**config.mk**
```make
export PLATFORM = sky130hd
export DESIGN_NAME = apple_field_writer
export DESIGN_NICKNAME = d
export VERILOG_FILES = /design/src/rtl/apple_field_writer.sv
export SDC_FILE = /design/constraint.sdc
export NUM_CORES = 1
export LEC_CHECK = 0
export BUFFER_PORTS_ARGS = -buffer_cell sky130_fd_sc_hd__buf_4
export CORE_ASPECT_RATIO = 1.75
export CORE_MARGIN = 2
export CORE_UTILIZATION = 35
export DETAILED_ROUTE_END_ITERATION = 6
export SLEW_MARGIN = 15
export SYNTH_ARGS = -nofsm -noshare
export SYNTH_HDL_FRONTEND = slang
export SYNTH_SLANG_ARGS = --single-unit
```
**constraint.sdc**
```tcl
create_clock -name clk -period 33.2 [get_ports clk]
set_input_delay 9.96 -clock clk [delete_from_list [all_inputs] [get_ports clk]]
set_output_delay 9.96 -clock clk [all_outputs]
set_load 0.05 [all_outputs]
```
**src/rtl/apple_field_writer.sv**
```systemverilog
// apple_field_writer: owns the packed snake field and places apples at finder-supplied offsets.
module apple_field_writer #(
  parameter int SIZE_X = 10,
  parameter int SIZE_Y = 10,
  parameter int FIELD_SIZE = (SIZE_X * SIZE_Y) * 3,
  parameter int SBITS = $clog2(SIZE_X * SIZE_Y),
  parameter int POSBITS = $clog2(FIELD_SIZE),
  parameter logic [2:0] APPLE_CODE = 3'd4
) (
  input  logic                  clk,
  input  logic                  rst,
  input  logic                  spawn_req,
  input  logic [POSBITS-1:0]    apple_pos,
  input  logic                  cell_we,
  input  logic [SBITS-1:0]      cell_idx,
  input  logic [2:0]            cell_val,
  output logic [FIELD_SIZE-1:0] field,
  output logic [SBITS-1:0]      seed,
  output logic                  busy,
  output logic                  spawn_done,
  output logic                  spawn_fail
);
  localparam int CELLS = SIZE_X * SIZE_Y;
  typedef enum logic [1:0] {IDLE, SETTLE, WRITE} state_t;
  state_t r_state, w_state_nxt;
  logic [FIELD_SIZE-1:0] r_field;
  logic [SBITS-1:0] r_seed, r_cnt;
  logic r_busy, r_done, r_fail;
  logic [POSBITS-1:0] w_div;
  logic [SBITS-1:0] w_idx;
  logic w_ok, w_we_ok;
  // divide at full offset width; truncation is harmless once the range check has passed
  assign w_div = apple_pos / POSBITS'(3);
  assign w_idx = SBITS'(w_div);
  assign w_ok = (32'(apple_pos) < FIELD_SIZE) && (apple_pos % POSBITS'(3) == '0) &&
                (r_field[32'(w_idx) * 3 +: 3] == 3'd0);
  assign w_we_ok = cell_we && (32'(cell_idx) < CELLS);
  always_comb begin
    w_state_nxt = (r_state == IDLE) ? (spawn_req ? SETTLE : IDLE) :
                  (r_state == SETTLE) ? WRITE : IDLE;
  end
  always_ff @(posedge clk or posedge rst) begin
    if (rst) begin
      r_state <= IDLE;
      r_field <= '0;
      r_seed  <= '0;
      r_cnt   <= '0;
      r_busy  <= 1'b0;
      r_done  <= 1'b0;
      r_fail  <= 1'b0;
    end else begin
      r_state <= w_state_nxt;
      r_cnt   <= (r_cnt == SBITS'(CELLS - 1)) ? '0 : r_cnt + 1'b1;
      r_done  <= r_state == WRITE;
      r_fail  <= (r_state == WRITE) && !w_ok;
      if (r_state == IDLE && spawn_req) begin
        r_seed <= r_cnt;
        r_busy <= 1'b1;
      end
      if (r_state == WRITE) r_busy <= 1'b0;
      if (r_state == WRITE && w_ok) r_field[32'(w_idx) * 3 +: 3] <= APPLE_CODE;
      // snake write comes last so it overrides an apple landing on the same cell
      if (w_we_ok) r_field[32'(cell_idx) * 3 +: 3] <= cell_val;
    end
  end
  assign field      = r_field;
  assign seed       = r_seed;
  assign busy       = r_busy;
  assign spawn_done = r_done;
  assign spawn_fail = r_fail;
endmodule

```
* Word level (Yosys, flattened, before mapping)
Cells that the tools add are included.
** Storage, ports and cells
- Bits in registers :: 319
** Operators by class
- Reductions and logical operators :: 11
- Divide/modulo/power cells :: 2
- Multipliers :: 2
- Shifts and indexed selects :: 5
- Magnitude comparators :: 2
- Equal/unequal tests :: 3
- Mux-type cells :: 10
- $add $sub $neg :: 3
** Operators by type and width (number)
- $bwmux 300 :: 2
- $mux 300 :: 2
- $shift 3x34->300 const A :: 2
- $shiftx 3x34->300 :: 1
- $shiftx 3x34->300 const A :: 1
- $shiftx 300x10->3 :: 1
- $neg 9->34 :: 2
- $mul 7x2->9 const B :: 2
- $div 9x2->9 const B :: 1
- $logic_not 9->1 :: 1
- $lt 9x9->1 const B :: 1
- $mod 9x2->9 const B :: 1
- $add 7x1->7 const B :: 1
- $eq 7x7->1 const B :: 1
- $lt 7x7->1 const B :: 1
- $mux 7 :: 1
- $logic_and 1x1->1 :: 6
- $mux 2 :: 2
- $logic_not 3->1 :: 1
- $mux 1 :: 3
- $eq 2x1->1 const B :: 1
- $eq 2x2->1 const B :: 1
- $logic_not 2->1 :: 1
- $reduce_bool 2->1 :: 1
- $logic_not 1->1 :: 1

* Logic depth before layout (Yosys ltp)
- Depth after elaboration :: 9
- Depth in mapped cells :: 34
- Depth with buffers taken out :: 26

* Worst setup path before layout
Ideal clock, no wire load.
- Path type :: input to register
- Start point :: input apple_pos[7]
- End point :: register r_field[188], in the netlist field[188]
- Path slack :: 16.461 ns
- Stages on the path :: 32
- Library setup time :: 0.124 ns
- Arrival time :: 16.615 ns
- Cell sequence :: clkbuf_1 > clkbuf_1 > ha_1 > buf_2 > mux2_2 > nor2_1 > o221ai_1 > or3_1 > nand2b_1 > and3_1 > buf_2 > nor2_1 > xnor2_1 > ha_1 > clkbuf_1 > a211o_1 > a21oi_1 > o311ai_1 > o211a_1 > and4_1 > buf_4 > nand2_2 > inv_4 > buf_4 > buf_4 > ha_1 > nand2_1 > and3_1 > o21ai_1 > buf_1 > nor4_1 > o31a_1
** On the way
- Cells in the longest elaborated chain, start to end :: 9
** RTL lines
- start, declared :: RTL line 13 : input logic [POSBITS-1:0] apple_pos,
- $div 9x2->9 :: RTL line 33 : assign w_div = apple_pos / POSBITS'(3);
- $mul 7x2->9 :: RTL line 36, 61
- $shiftx 300x10->3 :: RTL line 36 : (r_field[32'(w_idx) * 3 +: 3] == 3'd0);
- $logic_not 3->1 :: RTL line 36
- $logic_and 1x1->1 :: RTL line 35 : assign w_ok = (32'(apple_pos) < FIELD_SIZE) && (apple_pos % POSBITS'(3) == '0) &&
- $logic_and 1x1->1 :: RTL line 61 : if (r_state == WRITE && w_ok) r_field[32'(w_idx) * 3 +: 3] <= APPLE_CODE;
- $mux 300 * :: RTL line 61
- $bwmux 300 :: RTL line 63 : if (w_we_ok) r_field[32'(cell_idx) * 3 +: 3] <= cell_val;
- $mux 300 * :: RTL line 63
- end signal, assigned by index :: RTL line 63
- end, declared :: RTL line 26 : logic [FIELD_SIZE-1:0] r_field;
Every way passes the cells marked *; elsewhere a longest branch is shown, timed or not.
A chain may end at the register's enable or synchronous reset.

* Worst setup path in the final report
- Start point :: input apple_pos[7]
- End point :: register r_field[215], in the netlist field[215]
Same word-level chain as after synthesis.

==> out/metrics.yaml <==
synth:
  ys_seq_area_share_pct: 42.8
  synth_edf_count: 0
  syn_inst: 2144
  synth_most_common_cell: "nand2_1"
  synth.top_cell.area_share_pct: 42.8
  syn_nets: 2175
  synth.distinct_cells: 88
  async_flop_share_pct: 100
  netlist_area_um2: 18700
  synth_common_cells: "nand2_1, dfrtp_1, nor2_1, o22ai_1, nor3_1"
  ys.flop_type: "dfrtp_1"
  yosysWarnings: 0
  avgSynthCellArea_um2: 8.71
  synthTopCellsByArea: "dfrtp_1, nand2_1, o22ai_1"
  ys_seq_elements: 319
  yosysTopAreaCell: "dfrtp_1"
placed_design:
  post-place-ws_ps: 14160
  dp_cells: 3076
  dp_hpwl_um: 75000
  io_buffers: 332
  gp_congestion: 1.02
  placed_area_um2: 21900
sta:
  finClkSkew_ps: 15.5
  fmax_mhz: 53.2
  slew_headroom_pct: 9.46
  hold_viol: 0
  whs_ps: 449
  worst_slack_ps: 14390
  worstMarginPinSlew_ps: 1350
  setup-violations-final: 0
  rsz0062_at_grt: "no"
  fin_crit_ps: 18810
  fin_tns_setup_ps: 0
  maxSlewViolCount: 0
  period_share_pct: 56.6
cells_and_area:
  fin_area_um2: 23100
  drive_gt1_share_pct: 22.0
  fin_cells: 3134
  num-fill-cells: 5316
  syn_to_final_growth_pct: 23.5
  post-route-util_pct: 43.5
  fin_nets: 2458
clock_tree:
  postCtsSetupBuffers: 0
  cts_root_buf: "clkbuf_16"
  cts.sinks: 319
  clk_pin_slew_ps: 70
  cts_tree: "built"
  post_cts_resized: 0
  clockBufferDepth: 3
  holdBufCountCts: 0
  clkLatencyLatePin_ps: 620
  numCtsBuffers: 31
  htreeDepth: 1
route:
  firstDrtPassIters: 6
  routedWlPerCell_um: 31.7
  wirelength_um: 99500
  viasPerCell: 6.49
  via_count: 20300
  drt_iter0_markers: 2206
  drtAntennaViolNets: 0
  drcViolationCount: 0
power:
  finalPower_mw: 1.35
  p_per_area_nw_per_um2: 58.5
  ir_worst_vdd_mv: 0.0720
  leakage_nw: 9.72
global_route:
  grt_pass1_vias: 19900
  grt_start_max_net_pins: 97
  antenna_found_initial: 2
  grt_first_pass_wirelength_um: 140000
  gr-total-overflow: 0
  grt_use_total_pct: 35.3
setup_path:
  critical-path-top-cell-by-count: "buf_4"
  slowest_stage: "or3_1"
  path_max_fanout: 44
  startpoint_type: "input pin"
  critPathKind: "in -> reg"
  cp.arrival_ps: 19260
  endpoint_kind: "flop"
  worstPathRequired_ps: 33650
  critPathMaxStageDelay_ps: 890
die:
  rows: 112
  core_um2: 53000
  die_h_um: 310
  fp.dieArea_um2: 55300
  die_x_um: 179
  initial_core_util_pct: 35.2
  ios: 333
run:
  maxCapViolations: 0
min_path:
  hold_path.class: "reg -> reg"
outcome:
  status: "complete, no violations"
==> cell families after synthesis <==
family	after synthesis	synth area share (%)
muxes	62	3.45
xor gates and xnor gates	28	1.39
AOI/OAI and AO/OA	572	21.0
adders and majority gates	9	0.590
buffers and inverters	148	3.49
DFF	319	42.8
and+or+nand+nor	1006	27.3
==> cells in the final DEF, fill, tap and decap left out, types with 6 or more instances in the layout <==
cell	synthesis	final
a211oi_1	10	10
a21o_1	10	10
a21oi_1	96	96
a31oi_1	27	27
and2_1	8	8
and3_1	18	18
buf_4	8	373
bufinv_16	0	6
clkbuf_16	0	31
clkbuf_8	0	9
dfrtp_1	319	319
ha_1	8	8
inv_1	16	13
mux2_2	17	17
mux2i_1	43	43
nand2_1	398	397
nand2b_1	60	60
nand3_1	77	76
nand4_1	11	11
nor2_1	170	168
nor2b_1	6	6
nor3_1	118	116
nor4_1	37	34
nor4_2	40	43
nor4_4	9	9
o211ai_1	16	16
o21ai_0	54	53
o21ai_1	17	17
o22a_1	54	54
o22ai_1	147	147
o31a_1	28	28
o31ai_1	25	25
o32ai_1	13	13
or3_1	26	26
xnor2_1	13	12
xor2_1	13	11
==> final cells by class <==
cell class	count	area, um2	area share (%)
Multi-Input combinational cell	1677	10200	44.0
Inverter	20	85.1	0.369
Timing Repair Buffer	378	2850	12.4
Clock buffer	43	911	3.95
Sequential cell	319	7980	34.6
Antenna cell	1	2.50	0.0109
Tap cell	684	856	3.71
Clock inverter	12	214	0.928
==> power breakdown <==
part           total, mW  internal (mW)  switching [mW]
Combinational      0.482          0.126           0.356
Clock              0.401          0.236           0.165
Sequential         0.465          0.422          0.0428
==> state kept, by name (all words and copies together) (netlist names) <==
register and flops:
r_cnt 7, seed 7, busy 1, spawn_done 1, spawn_fail 1, field 300, r_state 2
==> metal layers <==
layer | vias up | share of wire, % | track usage [%]
met2 | 1358 | 47 | 57.8
met4 | 0 | 10 | 29.6
met5 | - | 0 | 0
met1 | 10000 | 34 | 39.9
li1 | 8541 | - | -
met3 | 433 | 7.9 | 5.80
==> path summary, 6_finish.rpt <==
| check | start | to | slack, ps | depth (start not counted) |
|---|---|---|---|---|
| setup / recovery | apple_pos[7] | field[215] | 14390 | 26 |
| min in group asynchronous | rst | field[65] | 9420 | 2 |
| hold reg to reg | r_state[1] | r_state[1] | 450 | 1 |
| max in group asynchronous | rst | field[216] | 21670 | 4 |
| setup reg to reg | field[195] | field[242] | 29160 | 10 |
| hold / removal | r_state[1] | r_state[1] | 450 | 1 |
==> critical path, delay by kind of cell <==
family,cells,cell delay [ps]
AOI/OAI and AO/OA,10,3390
and+or+nand+nor,8,3090
buffers and inverters,4,1550
adders and majority gates,2,810
muxes,1,240
xor gates and xnor gates,1,140
(Power assumes the default switching activity.)
